### src/rtl/one_port_ram_ctrl_if.sv
// one_port_ram_ctrl_if: request stream and read-response port between the datapath and the RAM controller.
interface one_port_ram_ctrl_if #(
    parameter int DATA_WIDTH = 8,
    parameter int ADDR_WIDTH = 10
);
    logic                  req_valid;
    logic                  req_ready;
    logic                  req_we;
    logic [ADDR_WIDTH-1:0] req_addr;
    logic [DATA_WIDTH-1:0] req_wdata;
    logic                  rd_valid;
    logic [DATA_WIDTH-1:0] rd_data;

    modport master (
        output req_valid, req_we, req_addr, req_wdata,
        input  req_ready, rd_valid, rd_data
    );

    modport slave (
        input  req_valid, req_we, req_addr, req_wdata,
        output req_ready, rd_valid, rd_data
    );
endinterface

### src/rtl/one_port_ram_ctrl.sv
// one_port_ram_ctrl: clears a single-port synchronous RAM to FILL_VALUE, then serves one read/write per cycle.
module one_port_ram_ctrl #(
    parameter int                    DATA_WIDTH = 8,
    parameter int                    ADDR_WIDTH = 10,
    parameter logic [DATA_WIDTH-1:0] FILL_VALUE = '0
) (
    input  logic                  clk,
    input  logic                  reset_n,
    input  logic                  init,
    output logic                  busy,
    one_port_ram_ctrl_if.slave    bus,
    output logic                  ram_we,
    output logic [ADDR_WIDTH-1:0] ram_addr,
    output logic [DATA_WIDTH-1:0] ram_d,
    input  logic [DATA_WIDTH-1:0] ram_q
);
    typedef enum logic [1:0] {START, CLEAR, IDLE} state_t;

    state_t                state_q, state_d;
    logic [ADDR_WIDTH-1:0] clr_cnt_q, clr_cnt_d;
    logic                  rd_p1_q, rd_p1_d;
    logic                  rd_valid_q;
    logic [DATA_WIDTH-1:0] rd_data_q;
    logic                  ready;

    always_comb begin
        state_d   = state_q;
        clr_cnt_d = clr_cnt_q;
        busy      = 1'b1;
        ready     = 1'b0;
        ram_we    = 1'b0;
        ram_addr  = bus.req_addr;
        ram_d     = bus.req_wdata;
        case (state_q)
            START: begin
                state_d   = CLEAR;
                clr_cnt_d = '0;
            end
            CLEAR: begin
                ram_we    = 1'b1;
                ram_addr  = clr_cnt_q;
                ram_d     = FILL_VALUE;
                clr_cnt_d = clr_cnt_q + 1'b1;
                state_d   = (clr_cnt_q == '1) ? IDLE : CLEAR;
            end
            default: begin
                busy      = 1'b0;
                ready     = !init;
                ram_we    = !init && bus.req_valid && bus.req_we;
                state_d   = init ? CLEAR : IDLE;
                clr_cnt_d = '0;
            end
        endcase
        rd_p1_d = ready && bus.req_valid && !bus.req_we;
    end

    // RAM q already reflects the address registered on the accepting edge, so capture it one edge later.
    always_ff @(posedge clk or negedge reset_n) begin
        if (!reset_n) begin
            state_q    <= START;
            clr_cnt_q  <= '0;
            rd_p1_q    <= 1'b0;
            rd_valid_q <= 1'b0;
            rd_data_q  <= '0;
        end else begin
            state_q    <= state_d;
            clr_cnt_q  <= clr_cnt_d;
            rd_p1_q    <= rd_p1_d;
            rd_valid_q <= rd_p1_q;
            rd_data_q  <= rd_p1_q ? ram_q : rd_data_q;
        end
    end

    assign bus.req_ready = ready;
    assign bus.rd_valid  = rd_valid_q;
    assign bus.rd_data   = rd_data_q;
endmodule

### src/flat_wrapper.sv
// flat-port wrapper written by rule: the top's interface ports become plain ports
module one_port_ram_ctrl_flat 
#(
    parameter int                    DATA_WIDTH = 8,
    parameter int                    ADDR_WIDTH = 10,
    parameter logic [DATA_WIDTH-1:0] FILL_VALUE = '0
)
  (clk, reset_n, init, busy, ram_we, ram_addr, ram_d, ram_q, bus_req_valid, bus_req_we, bus_req_addr, bus_req_wdata, bus_req_ready, bus_rd_valid, bus_rd_data);
  one_port_ram_ctrl_if #(.DATA_WIDTH(DATA_WIDTH), .ADDR_WIDTH(ADDR_WIDTH)) bus_i ();
  input  logic clk;
  input  logic reset_n;
  input  logic init;
  output logic busy;
  output logic ram_we;
  output logic [ADDR_WIDTH-1:0] ram_addr;
  output logic [DATA_WIDTH-1:0] ram_d;
  input  logic [DATA_WIDTH-1:0] ram_q;
  input wire logic [$bits(bus_i.req_valid)-1:0] bus_req_valid;
  input wire logic [$bits(bus_i.req_we)-1:0] bus_req_we;
  input wire logic [$bits(bus_i.req_addr)-1:0] bus_req_addr;
  input wire logic [$bits(bus_i.req_wdata)-1:0] bus_req_wdata;
  output wire logic [$bits(bus_i.req_ready)-1:0] bus_req_ready;
  output wire logic [$bits(bus_i.rd_valid)-1:0] bus_rd_valid;
  output wire logic [$bits(bus_i.rd_data)-1:0] bus_rd_data;
  assign bus_i.req_valid = bus_req_valid;
  assign bus_i.req_we = bus_req_we;
  assign bus_i.req_addr = bus_req_addr;
  assign bus_i.req_wdata = bus_req_wdata;
  assign bus_req_ready = bus_i.req_ready;
  assign bus_rd_valid = bus_i.rd_valid;
  assign bus_rd_data = bus_i.rd_data;
  one_port_ram_ctrl #(.DATA_WIDTH(DATA_WIDTH), .ADDR_WIDTH(ADDR_WIDTH), .FILL_VALUE(FILL_VALUE)) u_core (.clk(clk), .reset_n(reset_n), .init(init), .busy(busy), .bus(bus_i), .ram_we(ram_we), .ram_addr(ram_addr), .ram_d(ram_d), .ram_q(ram_q));
endmodule
### config.mk
export PLATFORM = sky130hd
export DESIGN_NAME = one_port_ram_ctrl_flat
export DESIGN_NICKNAME = d
export VERILOG_FILES = /design/src/rtl/one_port_ram_ctrl_if.sv /design/src/rtl/one_port_ram_ctrl.sv /design/src/flat_wrapper.sv
export SDC_FILE = /design/constraint.sdc
export NUM_CORES = 1
export LEC_CHECK = 0
export CAP_MARGIN = 10
export CORE_MARGIN = 2
export CORE_UTILIZATION = 38
export CTS_CLUSTER_DIAMETER = 150
export DETAILED_ROUTE_END_ITERATION = 10
export HOLD_SLACK_MARGIN = 0.02
export PLACE_DENSITY = 0.9
export SYNTH_ARGS = -nofsm -noshare
export SYNTH_HDL_FRONTEND = slang
export SYNTH_SLANG_ARGS = --single-unit
### constraint.sdc
create_clock -name clk -period 1.7 [get_ports clk]
set_input_delay 0.34 -clock clk [delete_from_list [all_inputs] [get_ports clk]]
set_output_delay 0.34 -clock clk [all_outputs]
set_load 0.1 [all_outputs]
==> results of run 1 <==
[per-stage QoR]
step / power [mW] / hold WS [ns] / TNS [ns] / utilization [%] / std cells
3_5_place_dp: 0.617 / 0.505 / 0 / 77.6 / 208
2_1_floorplan: 0.534 / 0.0444 / -0.199 / - / 116
4_1_cts: 1.02 / 0.371 / -0.696 / 83.5 / 217
5_1_grt: 1.06 / 0.364 / -2.79 / 86.7 / 222
6_report: 1.02 / 0.355 / -1.65 / 86.7 / 222
3_3_place_gp: 0.614 / 0.490 / 0 / 77.6 / 208
[worst reg2reg max path, stage by stage (launching register included)]
cell and delay, ns:
dfrtp_1 0.44, nand2b_4 0.22, clkbuf_16 0.17, buf_4 0.13
buf_4 0.13, buf_4 0.14, nor4_1 0.22, o21bai_1 0.14
[cells by family after synthesis]
family	Yosys count	synth area share [%]
xor gates and xnor gates	3	2.44
and+or+nand+nor	63	27.7
muxes	8	8.35
buffers and inverters	7	2.55
DFF	22	51.0
AOI/OAI and AO/OA	12	6.73
adders and majority gates	1	1.16
[repair_timing]
item | 4_1_cts | 5_1_grt
resized for setup | 19 | 14
gates cloned | 1 | 2
setup buffers | 4 | 3
setup endpoints to repair | 19 | 20
pin swaps | 8 | 9
[how the worst max path moves through the flow]
stage                       end  depth (start not counted)              start
finish                 ram_d[5]                          5  u_core.state_q[0]
global route        ram_addr[6]                          5  u_core.state_q[1]
CTS                 ram_addr[6]                          5  u_core.state_q[0]
detailed placement       ram_we                          5               init
global placement         ram_we                          5               init
floorplan           ram_addr[5]                          3  u_core.state_q[1]
[registers in the layout (all words and copies together), names as in the netlist]
name	cells
u_core.clr_cnt_q	10
u_core.bus.rd_data	8
u_core.state_q	2
u_core.bus.rd_valid	1
u_core.rd_p1_q	1
[routing by layer]
| metal | vias to the layer above | GRT usage [%] | part of all wire, % |
|---|---|---|---|
| li1 | 540 | - | - |
| met1 | 581 | 24.4 | 37 |
| met2 | 58 | 42.4 | 56 |
| met3 | 8 | 2.95 | 5.3 |
| met4 | 0 | 6.98 | 1.8 |
| met5 | - | 0 | 0 |
[Yosys cell counts (2+ instances only)]
cell type / instances / area [µm²]
xor2_1: 2 / 17.5
o21ai_0: 3 / 15.0
o31ai_1: 2 / 15.0
dfrtp_1: 22 / 551
or4_1: 2 / 15.0
and2_1: 9 / 56.3
a21oi_1: 4 / 20.0
nor2_1: 7 / 26.3
nand3_1: 4 / 20.0
nand4_1: 2 / 12.5
clkbuf_1: 4 / 15.0
nor2b_1: 2 / 12.5
nand2_1: 32 / 120
mux2_2: 8 / 90.1
inv_1: 2 / 7.51
[layout make-up]
| class | instances | area share [%] |
|---|---|---|
| timing repair buffer | 76 | 45.8 |
| multi-input combinational | 87 | 26.8 |
| sequential | 22 | 23.2 |
| tap | 31 | 1.64 |
| clock inverter | 1 | 1.27 |
| clock buffer | 3 | 0.950 |
| inverter | 2 | 0.317 |
[power by group through the flow]
stage	combinational [mW]	sequential [mW]	clock [mW]
after floorplan	0.000815	0.533	0
after global placement	0.0809	0.533	0
after detailed placement	0.0842	0.533	0
after CTS	0.0861	0.523	0.409
after global routing	0.0944	0.523	0.440
final	0.0892	0.523	0.412
==> flow_summary.json, run 1 <==
{
  "via_count": 1187,
  "drcViolationCount": 0,
  "required_ns": 1.36,
  "slew_viol_final": 0,
  "clock_power_share_pct": 40.2,
  "ys_seq_elements": 22,
  "fin_crit_ns": 1.81,
  "startpoint_type": "flop",
  "hold_path_class": "input pin to async pin",
  "hold_violations": 0,
  "internal_power_mw": 0.825,
  "rsz0062_at_grt": "yes",
  "nNetsFinal": 224,
  "mostFrequentLayoutCells": "31 x buf_12, 30 x clkdlybuf4s50_1, 22 x dfrtp_1",
  "rr_endpoint": "u_core.clr_cnt_q[6]",
  "drive_above_1_share_pct": 48.2,
  "max_stage_delay_ns": 0.41,
  "cts_hold_buf": 0,
  "track_usage_pct": 21.9,
  "synth_nets": 148,
  "p_leak_nw": 1.05,
  "grt_max_degree": 23,
  "cp.arrival_ns": 1.47,
  "multiInputGateArea_um2": 636,
  "fin_ws_ns": -0.111,
  "rrSetupSlack_ns": 0.06,
  "std_cell_rows": 19,
  "relSlewSlack_pct": 75.9,
  "ctsLongestPathBuffers": 2,
  "die_y_um": 57.3,
  "fillers": 119,
  "layout.area.seq_um2": 551,
  "p_switching_mw": 0.200,
  "yosysUniqueCellTypes": 26,
  "vias_per_cell": 5.35,
  "ios": 61,
  "critPathKind": "flop to output pin",
  "wire_per_inst_um": 17.6,
  "dr.pass1.iters": 4,
  "power_switching_share_pct": 19.5,
  "start_util_pct": 39.5,
  "setup_viol": 19,
  "cpLargestDelayFamily": "buffers and inverters",
  "max_freq_mhz": 552,
  "cts_buffers": 3,
  "ant_nets": 0,
  "grt_pass1_wl_mm": 5.37,
  "crit_buf_inv": 3,
  "end_kind": "output pin",
  "final_area_um2": 2370,
  "finalClockSkew_ns": 0.00119,
  "area_growth_pct": 120,
  "drv_cap": 0,
  "r2r-start": "u_core.state_q[1]",
  "reg2regPathDepth": 7,
  "postPlaceCellArea_um2": 2120,
  "core_um2": 2730,
  "totalWireLength_mm": 3.91,
  "async_flop_share_pct": 100,
  "gr-total-overflow": 0,
  "avgSynthCellArea_um2": 9.30,
  "slowest_stage": "dfrtp_1",
  "antenna_cells": 0,
  "clk_pin_slew_ns": 0.13,
  "synth_cells": 116,
  "cp_max_fo": 6,
  "seq_area_frac_synth_pct": 51.0,
  "synth_enable_flop_cells": 0,
  "synthFlopType": "dfrtp_1",
  "dp_slack_ns": 0.0353,
  "drt_iter0_drc": 32,
  "dieArea_um2": 3280,
  "portBuffers": 60,
  "gp_congestion": 0.734,
  "final_common_cell": "buf_12",
  "clk_latency_ns": 0.32,
  "cp_cell_sequence": "buf_6 -> nand2b_4 -> buf_16 -> and2_4 -> buf_12",
  "cts_root_buf": "clkbuf_4",
  "dp_hpwl_mm": 2.50,
  "status": "finished with violations",
  "combPwrFrac_pct": 8.7,
  "power_density_nw_per_um2": 432,
  "cts_sinks": 22,
  "htreeDepth": 1,
  "seqPwrFrac_pct": 51.1,
  "die_w_um": 57.3,
  "cts_tree": "yes",
  "peakVddDrop_uv": 593,
  "violations": "setup timing",
  "min_period_over_period_pct": 107,
  "worst_pin_slew_ns": 0.361,
  "yosysWarnings": 0,
  "syn_area_um2": 1080,
  "antenna_found_initial": 0,
  "first_global_vias": 1114
}
(Power assumes the default switching activity.)
==> run 2: changes to the inputs <==
--- a/config.mk
+++ b/config.mk
@@ -6,7 +6,7 @@
 export NUM_CORES = 1
 export LEC_CHECK = 0
 export CAP_MARGIN = 10
-export CORE_MARGIN = 2
+export CORE_MARGIN = 1.5
 export CORE_UTILIZATION = 38
 export CTS_CLUSTER_DIAMETER = 150
 export DETAILED_ROUTE_END_ITERATION = 10
==> flow_summary.json, run 2 (synthesized netlist as in run 1, its figures left out) <==
{
  "vias_per_cell": 5.29,
  "die_y_um": 56.3,
  "dp_hpwl_mm": 2.52,
  "area_growth_pct": 119,
  "drt_iter0_drc": 31,
  "hold_violations": 0,
  "mostFrequentLayoutCells": "32 x buf_12, 30 x clkdlybuf4s50_1, 21 x dfrtp_1",
  "fin_crit_ns": 1.81,
  "core_um2": 2730,
  "holdWs_ns": 0.355,
  "fin_tns_setup_ns": -1.71,
  "largest_register_ffs": 10,
  "grt_max_degree": 23,
  "r2r-start": "u_core.clr_cnt_q[0]",
  "cts_sinks": 22,
  "peakVddDrop_uv": 482,
  "hold_path_class": "input pin to async pin",
  "status": "finished with violations",
  "slew_viol_final": 0,
  "gp_congestion": 0.794,
  "portBuffers": 60,
  "clk_latency_ns": 0.32,
  "nNetsFinal": 219,
  "start_util_pct": 39.5,
  "drive_above_1_share_pct": 50.0,
  "die_w_um": 56.3,
  "worst_pin_slew_ns": 0.359,
  "cp_max_fo": 7,
  "grt_pass1_wl_mm": 5.59,
  "drv_cap": 0,
  "end_kind": "output pin",
  "first_global_vias": 1174,
  "wire_per_inst_um": 18.6,
  "std_cell_rows": 19,
  "ant_nets": 0,
  "finalClockSkew_ns": 0.00970,
  "relSlewSlack_pct": 76.1,
  "cts_buffers": 3,
  "cp.arrival_ns": 1.47,
  "fin_ws_ns": -0.114,
  "clk_pin_slew_ns": 0.13,
  "p_leak_nw": 1.04,
  "dieArea_um2": 3170,
  "power_density_nw_per_um2": 430,
  "regMostFlops": "u_core.clr_cnt_q",
  "startpoint_type": "flop",
  "antenna_cells": 0,
  "min_period_over_period_pct": 107,
  "track_usage_pct": 23.9,
  "cts_root_buf": "clkbuf_4",
  "cts_tree": "yes",
  "totalWireLength_mm": 4.04,
  "via_count": 1148,
  "ios": 61,
  "final_common_cell": "buf_12",
  "dr.pass1.iters": 4,
  "htreeDepth": 1,
  "startpoint": "u_core.state_q[1]",
  "critPathKind": "flop to output pin",
  "required_ns": 1.36,
  "setup_viol": 20,
  "dp_slack_ns": 0.0687,
  "antenna_found_initial": 0,
  "ctsLongestPathBuffers": 2,
  "violations": "setup timing",
  "drcViolationCount": 0,
  "rsz0062_at_grt": "yes",
  "max_freq_mhz": 551,
  "cts_hold_buf": 0,
  "gr-total-overflow": 0
}
## run 2: changes by cell type in the layout (fill, tap and decap cells not counted), sizes merged
cell  before  now
buf       45   40
## run 2: stage by stage
stage | area (µm²) | utilization, % | cells | total power, mW
after floorplan | 1160 | - | 116 | 0.534
after global placement | 2110 | 77.3 | 207 | 0.614
after detailed placement | 2110 | 77.3 | 207 | 0.617
after CTS | 2250 | 82.2 | 214 | 1.01
after global routing | 2360 | 86.3 | 217 | 1.05
final | 2360 | 86.3 | 217 | 1.01
## run 2: layout make-up
cell class | count | area (µm²)
clock buffer | 3 | 22.5
inverter | 2 | 7.51
timing repair buffer | 71 | 1040
multi-input combinational | 87 | 663
clock inverter | 1 | 30.0
tap | 31 | 38.8
fill | 135 | 375
sequential | 22 | 552
## run 2: path summary, 6_finish.rpt
check | cells past startpoint | endpoint | slack [ns]
setup / recovery | 5 | ram_we | -0.11
hold / removal | 2 | u_core.bus.rd_valid | 0.35
setup reg to reg | 4 | u_core.clr_cnt_q[8] | 0.10
hold reg to reg | 1 | u_core.clr_cnt_q[0] | 0.53
max in group asynchronous | 2 | u_core.state_q[1] | 1.11
min in group clk | 1 | u_core.clr_cnt_q[0] | 0.53
## run 2: per-layer routing
layer  vias to the layer above  track usage [%]  part of all wire (%)
li1                        526                -                     -
met4                         0             14.6                   3.2
met2                        53             44.4                    56
met1                       557             24.6                    36
met3                        12             4.15                   4.6
met5                         -                0                     0
## run 2: power by group
part | internal, mW | switching [mW] | leakage (nW)
logic | 0.0629 | 0.0268 | 0.724
registers | 0.523 | 0 | 0.286
clock network | 0.239 | 0.162 | 0.0279
total | 0.825 | 0.189 | 1.04
## run 2: repair_timing
action	CTS	global route
pin swaps	2	10
setup buffers	2	2
gates resized for setup	16	24
setup endpoints to repair	19	20
gates cloned	1	1
## run 2: worst max-delay path, stage by stage, from the launching register on
cell	delay, ns
dfrtp_2	0.47
nand2b_4	0.19
buf_8	0.15
buf_12	0.12
nand2_8	0.05
buf_12	0.16
